==> config.mk <==
export PLATFORM = sky130hd
export DESIGN_NAME = round_sequencer_flat
export DESIGN_NICKNAME = d
export VERILOG_FILES = /design/src/rtl/game_pkg.sv /design/src/rtl/round_sequencer_if.sv /design/src/rtl/round_judge.sv /design/src/rtl/round_sequencer.sv /design/src/flat_wrapper.sv
export SDC_FILE = /design/constraint.sdc
export NUM_CORES = 1
export LEC_CHECK = 0
export CORE_MARGIN = 2
export CORE_UTILIZATION = 54
export CTS_BUF_LIST = sky130_fd_sc_hd__clkbuf_4
export DETAILED_ROUTE_END_ITERATION = 10
export GPL_TIMING_DRIVEN = 1
export PLACE_DENSITY_LB_ADDON = 0.1
export SYNTH_ARGS = -nofsm -noshare
export SYNTH_HDL_FRONTEND = slang
export SYNTH_HIERARCHICAL = 1
export SYNTH_SLANG_ARGS = --single-unit
==> constraint.sdc <==
create_clock -name clk -period 2.6 [get_ports clk]
set_clock_uncertainty 0.1 [all_clocks]
set_input_delay 0.39 -clock clk [delete_from_list [all_inputs] [get_ports clk]]
set_output_delay 0.39 -clock clk [all_outputs]
set_load 0.05 [all_outputs]
==> src/rtl/game_pkg.sv <==
// Shared definitions for the cat/dog/chicken game:
// choice codes, decoded indices, round states and helper functions.
package game_pkg;

    localparam logic [2:0] CAT     = 3'b001;
    localparam logic [2:0] DOG     = 3'b010;
    localparam logic [2:0] CHICKEN = 3'b100;

    localparam logic [1:0] IDX_CAT     = 2'd0;
    localparam logic [1:0] IDX_DOG     = 2'd1;
    localparam logic [1:0] IDX_CHICKEN = 2'd2;

    typedef enum logic [2:0] {
        IDLE      = 3'd0,
        P1_SEL    = 3'd1,
        P2_SEL    = 3'd2,
        REQ       = 3'd3,
        WAIT_DRAW = 3'd4,
        SCORE     = 3'd5,
        CHECK     = 3'd6,
        GAME_OVER = 3'd7
    } state_t;

    // Zero or multi-hot switch settings fall back to cat.
    function automatic logic [1:0] decode_choice(input logic [2:0] ch);
        logic [1:0] idx;
        case (ch)
            CAT:     idx = IDX_CAT;
            DOG:     idx = IDX_DOG;
            CHICKEN: idx = IDX_CHICKEN;
            default: idx = IDX_CAT;
        endcase
        return idx;
    endfunction

    function automatic logic [3:0] scenario_of(input logic [1:0] c1,
                                               input logic [1:0] c2);
        return ({2'b00, c1} * 4'd3) + {2'b00, c2};
    endfunction

    function automatic logic [3:0] sat_inc(input logic [3:0] s);
        return (s == 4'hF) ? s : s + 4'd1;
    endfunction

endpackage

==> src/rtl/round_sequencer_if.sv <==
// Handshake and status bundle between the game top and round_sequencer.
// master drives the player inputs, slave is the sequencer.
interface round_sequencer_if;

    logic       stateReset;
    logic       userCont;
    logic [2:0] choice;
    logic       screenDone;
    logic [3:0] scenario;
    logic       drawReq;
    logic       winner1;
    logic       winner2;
    logic [3:0] player1;
    logic [3:0] player2;
    logic       gameOver;
    logic       drawTimeout;
    logic [2:0] roundState;

    modport master (
        output stateReset, userCont, choice, screenDone,
        input  scenario, drawReq, winner1, winner2,
        input  player1, player2, gameOver, drawTimeout, roundState
    );

    modport slave (
        input  stateReset, userCont, choice, screenDone,
        output scenario, drawReq, winner1, winner2,
        output player1, player2, gameOver, drawTimeout, roundState
    );

endinterface

==> src/rtl/round_judge.sv <==
// Combinational round resolver: dog beats cat, cat beats chicken,
// chicken beats dog, equal picks tie.
module round_judge
    import game_pkg::*;
(
    input  logic [1:0] c1,
    input  logic [1:0] c2,
    output logic       p1Win,
    output logic       p2Win
);

    // Each side wins only on one of the three beating pairs.
    always_comb begin
        p1Win = (c1 == IDX_DOG     && c2 == IDX_CAT)
             || (c1 == IDX_CAT     && c2 == IDX_CHICKEN)
             || (c1 == IDX_CHICKEN && c2 == IDX_DOG);
        p2Win = (c2 == IDX_DOG     && c1 == IDX_CAT)
             || (c2 == IDX_CAT     && c1 == IDX_CHICKEN)
             || (c2 == IDX_CHICKEN && c1 == IDX_DOG);
    end

endmodule

==> src/rtl/round_sequencer.sv <==
// Round state machine: latches both choices, requests the scenario draw,
// waits for screenDone (or a timeout) and keeps both scores.
module round_sequencer
    import game_pkg::*;
#(
    parameter logic [3:0]  WIN_SCORE    = 4'd5,
    parameter logic [23:0] DRAW_TIMEOUT = 24'd5_000_000
) (
    input  logic               clk,
    input  logic               resetn,
    round_sequencer_if.slave   bus
);

    state_t      state_q, state_d;
    logic        cont_q, cont_d;
    logic [1:0]  c1_q, c1_d;
    logic [1:0]  c2_q, c2_d;
    logic [3:0]  scenario_q, scenario_d;
    logic        draw_req_q, draw_req_d;
    logic        win1_q, win1_d;
    logic        win2_q, win2_d;
    logic [3:0]  p1_q, p1_d;
    logic [3:0]  p2_q, p2_d;
    logic        game_over_q, game_over_d;
    logic        timeout_q, timeout_d;
    logic [23:0] cnt_q, cnt_d;

    logic        cont_edge;
    logic        to_hit;
    logic        resolve;
    logic [1:0]  ch_idx;
    logic        p1_win;
    logic        p2_win;

    assign cont_edge = bus.userCont & ~cont_q;
    assign ch_idx    = decode_choice(bus.choice);
    assign to_hit    = (DRAW_TIMEOUT != 24'd0)
                    && (cnt_q == DRAW_TIMEOUT - 24'd1);

    round_judge u_judge (
        .c1    (c1_q),
        .c2    (c2_q),
        .p1Win (p1_win),
        .p2Win (p2_win)
    );

    // Next-state and output computation; the round result is registered
    // on the way out of WAIT_DRAW so it is visible while in SCORE.
    always_comb begin
        state_d     = state_q;
        cont_d      = bus.userCont;
        c1_d        = c1_q;
        c2_d        = c2_q;
        scenario_d  = scenario_q;
        draw_req_d  = 1'b0;
        win1_d      = 1'b0;
        win2_d      = 1'b0;
        p1_d        = p1_q;
        p2_d        = p2_q;
        game_over_d = game_over_q;
        timeout_d   = timeout_q;
        cnt_d       = cnt_q;
        resolve     = 1'b0;

        if (bus.stateReset) begin
            state_d     = IDLE;
            c1_d        = 2'd0;
            c2_d        = 2'd0;
            scenario_d  = 4'd0;
            p1_d        = 4'd0;
            p2_d        = 4'd0;
            game_over_d = 1'b0;
            timeout_d   = 1'b0;
            cnt_d       = 24'd0;
        end else begin
            case (state_q)
                IDLE: begin
                    if (cont_edge) state_d = P1_SEL;
                end
                P1_SEL: begin
                    if (cont_edge) begin
                        c1_d    = ch_idx;
                        state_d = P2_SEL;
                    end
                end
                P2_SEL: begin
                    if (cont_edge) begin
                        c2_d       = ch_idx;
                        scenario_d = scenario_of(c1_q, ch_idx);
                        state_d    = REQ;
                    end
                end
                REQ: begin
                    draw_req_d = 1'b1;
                    cnt_d      = 24'd0;
                    state_d    = WAIT_DRAW;
                end
                WAIT_DRAW: begin
                    if (bus.screenDone) begin
                        resolve = 1'b1;
                    end else if (to_hit) begin
                        timeout_d = 1'b1;
                        resolve   = 1'b1;
                    end else begin
                        cnt_d = cnt_q + 24'd1;
                    end
                    if (resolve) begin
                        state_d = SCORE;
                        if (p1_win) begin
                            p1_d   = sat_inc(p1_q);
                            win1_d = 1'b1;
                        end
                        if (p2_win) begin
                            p2_d   = sat_inc(p2_q);
                            win2_d = 1'b1;
                        end
                    end
                end
                SCORE: begin
                    state_d = CHECK;
                end
                CHECK: begin
                    if (p1_q >= WIN_SCORE || p2_q >= WIN_SCORE) begin
                        game_over_d = 1'b1;
                        state_d     = GAME_OVER;
                    end else begin
                        state_d = P1_SEL;
                    end
                end
                GAME_OVER: begin
                    if (cont_edge) begin
                        p1_d        = 4'd0;
                        p2_d        = 4'd0;
                        game_over_d = 1'b0;
                        state_d     = P1_SEL;
                    end
                end
                default: begin
                    state_d = IDLE;
                end
            endcase
        end
    end

    // All round state and registered outputs.
    always_ff @(posedge clk or negedge resetn) begin
        if (!resetn) begin
            state_q     <= IDLE;
            cont_q      <= 1'b0;
            c1_q        <= 2'd0;
            c2_q        <= 2'd0;
            scenario_q  <= 4'd0;
            draw_req_q  <= 1'b0;
            win1_q      <= 1'b0;
            win2_q      <= 1'b0;
            p1_q        <= 4'd0;
            p2_q        <= 4'd0;
            game_over_q <= 1'b0;
            timeout_q   <= 1'b0;
            cnt_q       <= 24'd0;
        end else begin
            state_q     <= state_d;
            cont_q      <= cont_d;
            c1_q        <= c1_d;
            c2_q        <= c2_d;
            scenario_q  <= scenario_d;
            draw_req_q  <= draw_req_d;
            win1_q      <= win1_d;
            win2_q      <= win2_d;
            p1_q        <= p1_d;
            p2_q        <= p2_d;
            game_over_q <= game_over_d;
            timeout_q   <= timeout_d;
            cnt_q       <= cnt_d;
        end
    end

    assign bus.scenario    = scenario_q;
    assign bus.drawReq     = draw_req_q;
    assign bus.winner1     = win1_q;
    assign bus.winner2     = win2_q;
    assign bus.player1     = p1_q;
    assign bus.player2     = p2_q;
    assign bus.gameOver    = game_over_q;
    assign bus.drawTimeout = timeout_q;
    assign bus.roundState  = state_q;

endmodule
==> src/flat_wrapper.sv <==
// flat-port wrapper written by rule: the top's interface ports become plain ports
module round_sequencer_flat import game_pkg::*;
#(
    parameter logic [3:0]  WIN_SCORE    = 4'd5,
    parameter logic [23:0] DRAW_TIMEOUT = 24'd5_000_000
)
  (clk, resetn, bus_stateReset, bus_userCont, bus_choice, bus_screenDone, bus_scenario, bus_drawReq, bus_winner1, bus_winner2, bus_player1, bus_player2, bus_gameOver, bus_drawTimeout, bus_roundState);
  round_sequencer_if bus_i ();
  input  logic clk;
  input  logic resetn;
  input wire logic [$bits(bus_i.stateReset)-1:0] bus_stateReset;
  input wire logic [$bits(bus_i.userCont)-1:0] bus_userCont;
  input wire logic [$bits(bus_i.choice)-1:0] bus_choice;
  input wire logic [$bits(bus_i.screenDone)-1:0] bus_screenDone;
  output wire logic [$bits(bus_i.scenario)-1:0] bus_scenario;
  output wire logic [$bits(bus_i.drawReq)-1:0] bus_drawReq;
  output wire logic [$bits(bus_i.winner1)-1:0] bus_winner1;
  output wire logic [$bits(bus_i.winner2)-1:0] bus_winner2;
  output wire logic [$bits(bus_i.player1)-1:0] bus_player1;
  output wire logic [$bits(bus_i.player2)-1:0] bus_player2;
  output wire logic [$bits(bus_i.gameOver)-1:0] bus_gameOver;
  output wire logic [$bits(bus_i.drawTimeout)-1:0] bus_drawTimeout;
  output wire logic [$bits(bus_i.roundState)-1:0] bus_roundState;
  assign bus_i.stateReset = bus_stateReset;
  assign bus_i.userCont = bus_userCont;
  assign bus_i.choice = bus_choice;
  assign bus_i.screenDone = bus_screenDone;
  assign bus_scenario = bus_i.scenario;
  assign bus_drawReq = bus_i.drawReq;
  assign bus_winner1 = bus_i.winner1;
  assign bus_winner2 = bus_i.winner2;
  assign bus_player1 = bus_i.player1;
  assign bus_player2 = bus_i.player2;
  assign bus_gameOver = bus_i.gameOver;
  assign bus_drawTimeout = bus_i.drawTimeout;
  assign bus_roundState = bus_i.roundState;
  round_sequencer #(.WIN_SCORE(WIN_SCORE), .DRAW_TIMEOUT(DRAW_TIMEOUT)) u_core (.clk(clk), .resetn(resetn), .bus(bus_i));
endmodule
==> flow_metrics.py <==
metrics = {
    "run_status": {
        "status": "finished, final reports clean",
    },
    "clock_tree": {
        "cts_num_sinks": 49,
        "cts_root_buffer": "clkbuf_4",
        "cts_tree": "done",
        "clock_path_buffers": 2,
        "path_clk_slew_ns": 0.14,
        "clock_latency_ns": 0.36,
        "cts_repair_resize_count": 0,
        "htreeDepth": 2,
        "cts_setup_buffers": 0,
        "cts_made_buffers": 5,
        "cts_hold_buf": 0,
    },
    "min_path": {
        "min_path_type": "input pin to asynchronous set/reset pin",
    },
    "setup_path": {
        "critPathRequiredTime_ns": 2.76,
        "cp-end-kind": "flop",
        "cp_slowest_cell": "or4b_4",
        "critPathKind": "flop to flop",
        "r2r-start": "u_core/cnt_q[13]",
        "crit_buf_inv": 0,
        "rrSetupSlack_ns": 0.12,
        "reg2regPathDepth": 5,
        "arrival_ns": 2.64,
        "crit_chain": "or4b_4, nor4_4, a211oi_2, or3_1, o41ai_1",
        "reg2reg_to": "u_core/bus.player2[3]",
        "cp_slowest_stage_delay_ns": 0.55,
        "critPathMaxFanout": 5,
        "cp-start-kind": "flop",
        "critPathTopFamily": "simple AND/OR/NAND/NOR gates",
    },
    "place": {
        "dpl_worst_slack_ns": -0.1087,
        "port_buffers": 27,
        "dpl-instance-area_mm2": 0.003467,
        "place.gp.congestion": 0.8324,
        "dpl.hpwl_um": 4711,
    },
    "synthesis": {
        "synth_compound_area_frac": 0.1567,
        "synthArstFlopShare": 1.000,
        "synth_simple_gate_area_frac": 0.2623,
        "yosys.area.top_type": "dfrtp_1",
        "synth_top_family_by_area": "simple AND/OR/NAND/NOR gates",
        "synth-xor-area-share": 0.002909,
        "syn-num-nets": 340,
        "ys_types": 51,
        "synth_top_flop_cell": "dfrtp_1",
        "synth-seq-area-share": 0.4073,
        "synth-adder-area-share": 0.05071,
        "netlist.area_leader.share": 0.4073,
        "postSynthCellCount": 321,
        "synthTopCellsByCount": "dfrtp_1, nand2_1, nor2_1, mux2i_1, nand3_1",
        "muxShareOfSynthArea": 0.08520,
        "synth_area_mm2": 0.003010,
        "synth.most_common_cell": "dfrtp_1",
        "synth_edf_count": 0,
        "synth_area_leaders": "dfrtp_1, mux2i_1, nand2_1, ha_1, nand2b_1",
        "ys_seq_elements": 49,
        "ys_warn_count": 6,
        "synth.avg_cell_area_um2": 9.378,
    },
    "finish": {
        "syn2layout_area_growth_pct": 17.17,
        "nNetsFinal": 380,
        "diodes": 0,
        "fillers": 481,
        "drive_gt1_frac": 0.1188,
        "stdcell_area_mm2": 0.003527,
    },
    "job": {
        "drv_cap": 0,
    },
    "drt": {
        "ant_nets": 0,
        "drt_iter0_drc": 176,
        "vias": 2548,
        "avgRoutedWirePerCell_um": 15.13,
        "wl_um": 6565,
        "dr.pass1.iters": 4,
        "drc_errors": 0,
        "vias_per_cell": 5.871,
    },
    "grt": {
        "antenna_found_initial": 0,
        "grt_max_degree": 50,
        "grt_pass1_vias": 2426,
        "gr-usage-all-layers": 0.2268,
        "grt-ovfl-total": 0,
        "grt_pass1_wl_um": 11320,
    },
    "die": {
        "fp.dieH_um": 78.67,
        "die_area_mm2": 0.006188,
        "ioPinCount": 28,
        "rows": 27,
        "die_x_um": 78.67,
        "start_util": 0.5535,
        "fp.coreArea_mm2": 0.005439,
    },
    "timing": {
        "rsz0062_at_grt": "no",
        "fin_crit_ns": 2.481,
        "fin_ws_ns": 0.1191,
        "period_share": 0.9542,
        "fmax_mhz": 403.1,
        "setup_violations": 0,
        "slew_violations": 0,
        "tightest_slew_ns": 0.6370,
        "relSlewSlack": 0.5753,
        "finalHoldViolCount": 0,
        "fin_tns_setup_ns": 0,
    },
    "power_and_ir_drop": {
        "combPwrFrac": 0.197,
        "leakagePower_nw": 1.491,
        "clkPwrFrac": 0.250,
        "power_frac_seq": 0.553,
        "switching_share": 0.3027,
        "cellPowerDensity_mw_per_mm2": 420.9,
        "peakVddDrop_mv": 0.2773,
        "switching_power_mw": 0.4495,
        "internal_power_mw": 1.035,
        "power_mw": 1.485,
    },
}
==> final cells by class <==
type | instances | area [um^2] | area share
repair buffers | 50 | 437.9 | 0.1242
flip-flops and latches | 49 | 1226 | 0.3476
multi-input cells | 246 | 1679 | 0.4761
inverters | 9 | 33.78 | 0.009578
clock buffers | 8 | 60.06 | 0.01703
well taps | 72 | 90.09 | 0.02554
==> power by group through the flow <==
stage,Combinational [mW],Clock (mW),Sequential (mW)
detailed placement,0.294,0,0.835
CTS,0.294,0.386,0.820
global placement,0.287,0,0.833
floorplan,0.118,0,0.898
finish,0.292,0.372,0.821
global route,0.320,0.409,0.826
==> how the worst max path moves through the flow <==
stage | start | to | slack (ns) | depth (start not counted)
after CTS | u_core/cnt_q[13] | u_core/bus.player2[3] | 0.12 | 5
final | u_core/cnt_q[13] | u_core/bus.player2[3] | 0.12 | 5
after global routing | u_core/cnt_q[13] | u_core/cnt_q[15] | 0.01 | 7
after floorplan | u_core/cnt_q[15] | u_core/bus.player1[0] | 0.16 | 6
after detailed placement | bus_choice[2] | u_core/bus.scenario[2] | -0.11 | 7
after global placement | bus_choice[2] | u_core/bus.scenario[2] | -0.08 | 7
==> state kept, by name (all words and copies together), names as in the netlist <==
signal and cells:
u_core/bus.drawTimeout 1, u_core/cnt_q 24, u_core/bus.gameOver 1, u_core/c1_q 2, u_core/bus.player2 4, u_core/cont_q 1
u_core/c2_q 2, u_core/bus.player1 4, u_core/bus.winner2 1, u_core/bus.winner1 1, u_core/bus.roundState 3, u_core/bus.drawReq 1
u_core/bus.scenario 4
==> per-stage QoR <==
stage	instances	hold WS (ns)	util
2_1_floorplan	321	-0.005591	-
6_report	434	0.007966	0.6485
5_1_grt	434	0.07470	0.6485
3_3_place_gp	426	0.3983	0.6375
3_5_place_dp	426	0.3965	0.6375
4_1_cts	434	0.03812	0.6485
==> worst register-to-register path, cell delays in order (launching register included) <==
cell	delay (ns)
dfrtp_1	0.44
or4b_4	0.55
nor4_4	0.31
a211oi_2	0.17
or3_1	0.49
o41ai_1	0.32
==> cells in the final DEF, fill, tap and decap left out, types with 2 or more instances in the layout <==
master            n
dfrtp_1          49
a31oi_1           5
and3_1            8
nor3_1            5
nor3b_1           2
and2_1            4
buf_4            23
fa_1              2
inv_1             9
and4_1            3
nand3_1          20
ha_1              9
nor4b_1           6
a211oi_1         11
nand2b_1         18
mux2_2            5
or3_1             4
o21bai_1          2
nor2_1           24
a21oi_1          10
o21ai_0          12
clkdlybuf4s50_1  26
a22oi_1           2
clkbuf_4          8
a2111oi_0         3
o41ai_1           7
nand4_1           5
mux2i_1          20
a21o_1            5
nand2_1          32
==> metal layers <==
metal  GRT usage  up-vias  part of all wire
met1      0.3171     1224              0.48
met4     0.07368        0             0.018
met3     0.02989       11             0.033
met2      0.3658       52              0.47
met5           0        -                 0
li1            -     1261                 -
==> kinds of logic (layout without fill, tap and decap cells) <==
kind of cell,after synthesis,in the layout
and+or+nand+nor,142,142
AOI/OAI and AO/OA,67,67
DFF,49,49
buffers and inverters,26,67
muxes,25,25
adders and majority gates,11,11
xor gates and xnor gates,1,1
(Power assumes the default switching activity.)
